### src/rtl/pwm_irq_event_gen_pkg.sv
// Shared widths and types for the PWM event-to-interrupt stage.
package pwm_irq_event_gen_pkg;

  localparam int N_CH    = 8;
  localparam int PRESC_W = 4;

  typedef logic [PRESC_W-1:0] presc_t;
  typedef logic [N_CH-1:0]    irq_vec_t;

endpackage

### src/rtl/pwm_irq_event_gen_slice.sv
// One channel: rising-edge detect, edge prescaler,
// sticky pending bit and sticky overflow bit.
module irq_chan_slice #(
  parameter int PRESC_W = 4
) (
  input  logic               clk,
  input  logic               rst,
  input  logic               ev_i,
  input  logic               en_i,
  input  logic [PRESC_W-1:0] presc_i,
  input  logic               clr_i,
  output logic               pend_o,
  output logic               ovf_o
);

  logic               d1_q, d2_q;
  logic [PRESC_W-1:0] cnt_q, cnt_d;
  logic               pend_q, pend_d;
  logic               ovf_q, ovf_d;
  logic               rise;
  logic               tick;

  assign rise = d1_q & ~d2_q & en_i;
  assign tick = rise & (cnt_q >= presc_i);

  always_comb begin
    cnt_d = cnt_q;
    if (!en_i) begin
      cnt_d = '0;
    end else if (rise) begin
      cnt_d = tick ? '0 : cnt_q + PRESC_W'(1);
    end
  end

  // Set beats clear so an event landing on a clear is never lost.
  always_comb begin
    pend_d = tick | (pend_q & ~clr_i);
    ovf_d  = (tick & pend_q & ~clr_i) | (ovf_q & ~clr_i);
  end

  always_ff @(posedge clk) begin
    if (rst) begin
      d1_q   <= ev_i;
      d2_q   <= ev_i;
      cnt_q  <= '0;
      pend_q <= 1'b0;
      ovf_q  <= 1'b0;
    end else begin
      d1_q   <= ev_i;
      d2_q   <= d1_q;
      cnt_q  <= cnt_d;
      pend_q <= pend_d;
      ovf_q  <= ovf_d;
    end
  end

  assign pend_o = pend_q;
  assign ovf_o  = ovf_q;

endmodule

### src/rtl/pwm_irq_event_gen.sv
// Per-channel PWM event levels to sticky prescaled
// interrupt-pending bits for the interrupt matrix.
module pwm_irq_event_gen
  import pwm_irq_event_gen_pkg::*;
#(
  parameter int N_CH    = pwm_irq_event_gen_pkg::N_CH,
  parameter int PRESC_W = pwm_irq_event_gen_pkg::PRESC_W
) (
  input  logic                    clk,
  input  logic                    rst,
  input  logic [N_CH-1:0]         event_in,
  input  logic [N_CH-1:0]         event_en,
  input  logic [N_CH*PRESC_W-1:0] prescale,
  input  logic [N_CH-1:0]         clear_w1c,
  output logic [N_CH-1:0]         pending,
  output logic [N_CH-1:0]         overflow
);

  for (genvar i = 0; i < N_CH; i++) begin : g_ch
    irq_chan_slice #(
      .PRESC_W (PRESC_W)
    ) u_slice (
      .clk     (clk),
      .rst     (rst),
      .ev_i    (event_in[i]),
      .en_i    (event_en[i]),
      .presc_i (prescale[i*PRESC_W +: PRESC_W]),
      .clr_i   (clear_w1c[i]),
      .pend_o  (pending[i]),
      .ovf_o   (overflow[i])
    );
  end

endmodule

### config.mk
export PLATFORM = sky130hd
export DESIGN_NAME = pwm_irq_event_gen
export DESIGN_NICKNAME = d
export VERILOG_FILES = /design/src/rtl/pwm_irq_event_gen_pkg.sv /design/src/rtl/pwm_irq_event_gen_slice.sv /design/src/rtl/pwm_irq_event_gen.sv
export SDC_FILE = /design/constraint.sdc
export NUM_CORES = 1
export LEC_CHECK = 0
export CAP_MARGIN = 15
export CORE_UTILIZATION = 58
export CTS_BUF_LIST = sky130_fd_sc_hd__clkbuf_4
export DETAILED_ROUTE_END_ITERATION = 8
export PLACE_DENSITY = 0.95
export SLEW_MARGIN = 20
export SYNTH_ARGS = -nofsm -noshare
export SYNTH_HDL_FRONTEND = slang
export SYNTH_SLANG_ARGS = --single-unit
export TNS_END_PERCENT = 100
### constraint.sdc
create_clock -name clk -period 4.71 [get_ports clk]
set_input_delay 1.413 -clock clk [delete_from_list [all_inputs] [get_ports clk]]
set_output_delay 1.413 -clock clk [all_outputs]
set_load 0.02 [all_outputs]
Word-level counts from Yosys, hierarchy flattened. Cells that the tools add are included.

Bits in registers: 64. Output and inout port bits: 16. Logic and storage cells: 176.

$add $sub $neg: 8. $lt $le $gt $ge: 8. Mux-type cells: 16. Bitwise operators: 96. Reductions and logical operators: 8.

Operators with widths (number): 1-bit bitwise AND (56); 4-bit by 1-bit adder with 4-bit output, second input constant (8); 4-bit greater-or-equal comparator (8); 4-bit two-way mux (8); 1-bit inverter (24); 1-bit OR (16); 2-bit OR reduction (8); 1-bit two-way mux (8).

Logic depth before layout (Yosys ltp).
Depth in word-level cells: 7. Mapped depth: 6. Gate-level depth less buffers: 6.

Cells and area by module. A second synthesis with hierarchy kept.

Cells, all modules: 393. Area total of the unflattened synthesis: 3560.9 um^2.

By module, submodules not included: irq_chan_slice (g_ch[0].u_slice ...) (times used 7, cells each 49, area an instance 442.9 um^2, sequential area each 160.2 um^2); irq_chan_slice (g_ch[6].u_slice) (times used 1, cells each 50, area an instance 460.4 um^2, sequential area each 160.2 um^2).

Worst setup path after synthesis. No wires, ideal clock.

Path kind: input -> register. Start point: in prescale[20]. End point: reg g_ch[5].u_slice.pend_q. Setup time: 132 ps. Arrival time: 2551 ps. Path slack: 2028 ps. Stages: 5. Path through: ha_1 nand2b_4 a2111oi_4 o32ai_1 nor2b_1.

Cells in the longest elaborated chain, start to end: 3.

Ends and longest elaborated chain: start: declaration (RTL line pwm_irq_event_gen.sv:13) `input logic [N_CH*PRESC_W-1:0] prescale,`; 4-bit greater-or-equal comparator (RTL line pwm_irq_event_gen_slice.sv:24) `assign tick = rise & (cnt_q >= presc_i);`; 1-bit bitwise AND (RTL line pwm_irq_event_gen_slice.sv:24); 1-bit OR (RTL line pwm_irq_event_gen_slice.sv:37) `pend_d = tick | (pend_q & ~clr_i);`; end signal: assignment (RTL line pwm_irq_event_gen_slice.sv:52) `pend_q <= pend_d;`; end: declaration (RTL line pwm_irq_event_gen_slice.sv:18) `logic pend_q, pend_d;`.

No other way between the ends. A chain may end at the register's enable or synchronous reset.

Worst setup path after layout.
Start point: in prescale[8]. End point: reg g_ch[2].u_slice.cnt_q[2].

Cells in the longest elaborated chain, start to end: 3.

Ends and longest elaborated chain: 4-bit greater-or-equal comparator (RTL line pwm_irq_event_gen_slice.sv:24); 1-bit bitwise AND (RTL line pwm_irq_event_gen_slice.sv:24); 4-bit two-way mux (RTL line pwm_irq_event_gen_slice.sv:31) `cnt_d = tick ? '0 : cnt_q + PRESC_W'(1);`; end signal: assignment (RTL line pwm_irq_event_gen_slice.sv:51) `cnt_q <= cnt_d;`; end: declaration (RTL line pwm_irq_event_gen_slice.sv:17) `logic [PRESC_W-1:0] cnt_q, cnt_d;`.

No other way between the ends.

==> PnR_summary.wiki <==
{| class="wikitable"
! Metric !! Value
|-
| Outcome || completed
|-
| Per-cell via count in the routed design || 5.72
|-
| Maximum number of pins on one net before global-route repair || 33
|-
| Worst Setup Path Type || input port to flop
|-
| Flip-flop and latch count after synthesis || between 60 and 70
|-
| Switching pwr || 271 uW
|-
| CTS tree || yes
|-
| Vert. Die Dim || between 80 and 90 um
|-
| Row Count || 29
|-
| Cell-by-cell trace of the critical path || clkdlybuf4s50_1 -> ha_1 -> nand2b_1 -> a2111oi_4 -> o21ai_0 -> a31oi_1
|-
| Sequential share of the synthesized area || 33.9%
|-
| Number of levels the H-tree was split into || 3
|-
| Pwr per Cell Area || about 250 nW/um2
|-
| Combinational Power Share || between 10% and 20%
|-
| Synth Net Count || 520
|-
| Clock buffer depth || 2
|-
| Clk sinks || 64
|-
| Aggregate global routing overflow || 0
|-
| Fin. max-slew vios || 0
|-
| Num CTS Buffers || 9
|-
| Initial core utilization || roughly three fifths
|-
| Portion of total power attributed to sequential cells || roughly 48%
|-
| Final design area excluding fillers || 4650 um2
|-
| Final hold violations || 0
|-
| Die X-Extent || between 80 and 90 um
|-
| Clock power share || about two fifths
|-
| Fraction of synthesis flops using an asynchronous set or reset pin || 0%
|-
| Number of hold buffers added after cts || 0
|-
| Count of port buffers added during placement || 73
|-
| Ys Warns || 0
|-
| Data required time at the worst endpoint || between 5 and 6 ns
|-
| Number of fill cells || approximately 470
|-
| Post-detailed-placement half-perimeter wirelength || around 5.7 mm
|-
| Worst vdd rail ir drop || approximately 0.00019 V
|-
| Start of the worst register-to-register path || g_ch[2].u_slice.cnt_q[0]$_SDFFE_PP0P_
|-
| Detailed-router iteration count before antenna repair || 4
|-
| Number of setup violations in the final report || 0
|-
| Measured slew at the worst slew-check pin || 0.604 ns
|-
| Violation count after the first detailed-route iteration || 120
|-
| EDFF count, synth || 0
|-
| Leakage component of the power || around 0.0018 uW
|-
| Fin crit share || 62.6%
|-
| Number of global-route vias before repair || approximately 3000
|-
| Internal || roughly 900 uW
|-
| Die area || between 6000 and 7000 um2
|-
| R2R Path End || g_ch[2].u_slice.cnt_q[2]$_SDFFE_PP0P_
|-
| Total negative setup slack || 0 ns
|-
| Main synth FF type || sky130_fd_sc_hd__dfxtp_1
|-
| Dominant cells by area after synthesis || sky130_fd_sc_hd__dfxtp_1 (34%), sky130_fd_sc_hd__ha_1 (13%), sky130_fd_sc_hd__o211ai_1 (6.4%), sky130_fd_sc_hd__a2111oi_4 (5.8%), sky130_fd_sc_hd__nand2_1 (4.8%)
|-
| Final setup skew || roughly 0.015 ns
|-
| Cell count after synthesis || ~420
|-
| Worst-case register-to-register setup slack || about 2.7 ns
|-
| Share of layout cells above drive strength 1 || 8.54%
|-
| Aggregate global-route resource usage || a little under a quarter
|-
| Crit path largest cell delay || approximately 0.54 ns
|-
| Clock latency on the worst-skew pair || ~0.4 ns
|-
| Number of buffers inserted to repair setup after CTS || 0
|-
| Total DRC errors in the routed layout || 0
|-
| Commonest cells after routing, fill and taps aside || sky130_fd_sc_hd__clkdlybuf4s50_1 (72), sky130_fd_sc_hd__dfxtp_1 (64), sky130_fd_sc_hd__nand2_1 (48), sky130_fd_sc_hd__ha_1 (40), sky130_fd_sc_hd__inv_1 (36)
|-
| Number of antenna diodes || 0
|-
| Post-detailed-route count of antenna-violating nets || 0
|-
| Crit path max-delay cell type || sky130_fd_sc_hd__a2111oi_4
|-
| Total detailed-routing wirelength || approximately 7.5 mm
|-
| Share of the synthesized area in the top cell type || 33.9%
|-
| GP Congestion || roughly 0.85
|-
| Category of the worst setup path capture point || flop
|-
| Detailed-route wire length per cell || ~13 um
|-
| Num ports || 74
|-
| Nets@finish || around 590
|-
| Cell type contributing the most total cell area after synthesis || sky130_fd_sc_hd__dfxtp_1
|-
| Commonest non-fill, non-tap cell in the layout || sky130_fd_sc_hd__clkdlybuf4s50_1
|-
| Number of resized instances in the post-cts repair step || 0
|-
| Mean instance size in the synthesized netlist || about 9.0 um2
|-
| Kind of start point of the critical path || input port
|-
| Normalized max-slew margin || between 50% and 60%
|-
| Area overhead of the layout relative to synthesis || 23.0%
|-
| Hold Path Cell Cnt || 2
|-
| Cell area after technology mapping || between 3000 and 4000 um2
|-
| Path class of the lowest-slack min-delay path || flop to flop
|-
| Top achievable clock speed || between 300 and 400 MHz
|-
| Via count of the routed design || ~3300
|-
| Hold Path Origin || g_ch[1].u_slice.ovf_o$_SDFF_PP0_
|-
| Length in cells of the worst reg-to-reg path || 6
|-
| Critical-path maximum fanout || 7
|-
| Number of antenna violations at the first check in global routing || 0
|-
| Crit path time final || between 2 and 3 ns
|-
| Unrepaired setup endpoints after global routing || false
|-
| Post-place instance area || between 4000 and 5000 um2
|-
| Clock-pin slew on the worst setup and hold paths || between 0.1 and 0.15 ns
|-
| Clock root cell || sky130_fd_sc_hd__clkbuf_4
|-
| Global-route wire length before repair || 12.3 mm
|-
| Proportion of total power due to net switching || between 20% and 30%
|-
| Worst endpoint data arrival time || ~3.3 ns
|-
| Number of max-cap violations || 0
|-
| Floorplan core area || ~6300 um2
|-
| Number of distinct library cells after synthesis || 31
|-
| WHS Endpoint || g_ch[1].u_slice.ovf_o$_SDFF_PP0_
|}
==> metrics by stage <==
stage | worst slack [ns] | instances | utilization (%) | total power, uW | hold WS (ns)
final | 1.76 | 569 | 73.6 | 1170 | 0.461
after detailed placement | 1.42 | 553 | 70.9 | 726 | 0.443
after global routing | 1.68 | 569 | 73.6 | 1230 | 0.492
after global placement | 1.49 | 553 | 70.9 | 719 | 0.431
after CTS | 1.79 | 569 | 73.7 | 1180 | 0.462
after floorplan | 2.03 | 422 | - | 657 | 0.426
==> routing by layer <==
layer | part of all wire, % | GRT usage [%] | vias up | routed length [um]
met5 | 0 | 0 | - | 0
met4 | 2.9 | 13.8 | 0 | 221
met3 | 4.8 | 4.51 | 24 | 360
met2 | 51 | 42.4 | 102 | 3820
met1 | 41 | 25.3 | 1492 | 3100
li1 | - | - | 1636 | -
==> Yosys cell counts, types with 4 or more instances <==
cell type and number:
sky130_fd_sc_hd__dfxtp_1 64, sky130_fd_sc_hd__nand2_1 48, sky130_fd_sc_hd__ha_1 40, sky130_fd_sc_hd__inv_1 36, sky130_fd_sc_hd__o211ai_1 32, sky130_fd_sc_hd__nor2_1 26
sky130_fd_sc_hd__a21oi_1 25, sky130_fd_sc_hd__buf_4 16, sky130_fd_sc_hd__a31oi_1 15, sky130_fd_sc_hd__nand2b_1 15, sky130_fd_sc_hd__o21ai_0 14, sky130_fd_sc_hd__nor2b_1 10
sky130_fd_sc_hd__a2111oi_4 8, sky130_fd_sc_hd__mux2_2 8, sky130_fd_sc_hd__nand3_1 8, sky130_fd_sc_hd__nand3b_1 8, sky130_fd_sc_hd__nor3b_1 8, sky130_fd_sc_hd__or3_1 6
sky130_fd_sc_hd__nand2b_4 5, sky130_fd_sc_hd__nor4_1 4, sky130_fd_sc_hd__o21a_1 4, sky130_fd_sc_hd__o21ai_1 4, sky130_fd_sc_hd__or2_1 4
==> cell families after synthesis <==
logic type | synth area share [%]
muxes | 2.38
AOI/OAI and AO/OA | 23.2
and+or+nand+nor | 20.2
DFF | 33.9
adders and majority gates | 13.2
buffers and inverters | 7.05
==> registers in the layout (all words and copies together) (netlist names) <==
signal,cells
g_ch.u_slice.cnt_q,32
g_ch.u_slice.d1_q,8
g_ch.u_slice.d2_q,8
g_ch.u_slice.ovf_o,8
g_ch.u_slice.pend_o,8
==> power groups by stage <==
stage | sequential (uW) | combinational [uW] | clock [uW]
detailed placement | 572 | 154 | 0
CTS | 559 | 155 | 468
finish | 560 | 154 | 460
floorplan | 570 | 86.7 | 0
global placement | 571 | 148 | 0
global route | 562 | 170 | 496
==> final cells by class <==
cell class / count / area (um2) / area share, %
clock buffer: 9 / 67.6 / 1.45
clock inverter: 7 / 110 / 2.37
tap: 77 / 96.3 / 2.07
multi-input combinational: 303 / 2230 / 48.0
sequential: 64 / 1280 / 27.6
timing repair buffer: 73 / 726 / 15.6
inverter: 36 / 135 / 2.91
==> how the worst max path moves through the flow <==
stage                             from                               endpoint  slack (ns)  cells past startpoint
final                      prescale[8]  g_ch[2].u_slice.cnt_q[2]$_SDFFE_PP0P_        1.76                      6
after detailed placement  prescale[24]      g_ch[6].u_slice.pend_o$_SDFF_PP0_        1.42                      6
after global routing       prescale[8]  g_ch[2].u_slice.cnt_q[2]$_SDFFE_PP0P_        1.68                      6
after floorplan           prescale[20]      g_ch[5].u_slice.pend_o$_SDFF_PP0_        2.03                      5
after global placement             rst           g_ch[2].u_slice.d2_q$_DFF_P_        1.49                      2
after CTS                  prescale[8]  g_ch[2].u_slice.cnt_q[2]$_SDFFE_PP0P_        1.79                      6
==> worst max-delay path: cells and delay by family <==
kind | cells | cell delay, ns
AOI/OAI and AO/OA | 3 | 0.98
buffers and inverters | 1 | 0.41
and+or+nand+nor | 1 | 0.18
adders and majority gates | 1 | 0.28
(Power assumes the default switching activity.)
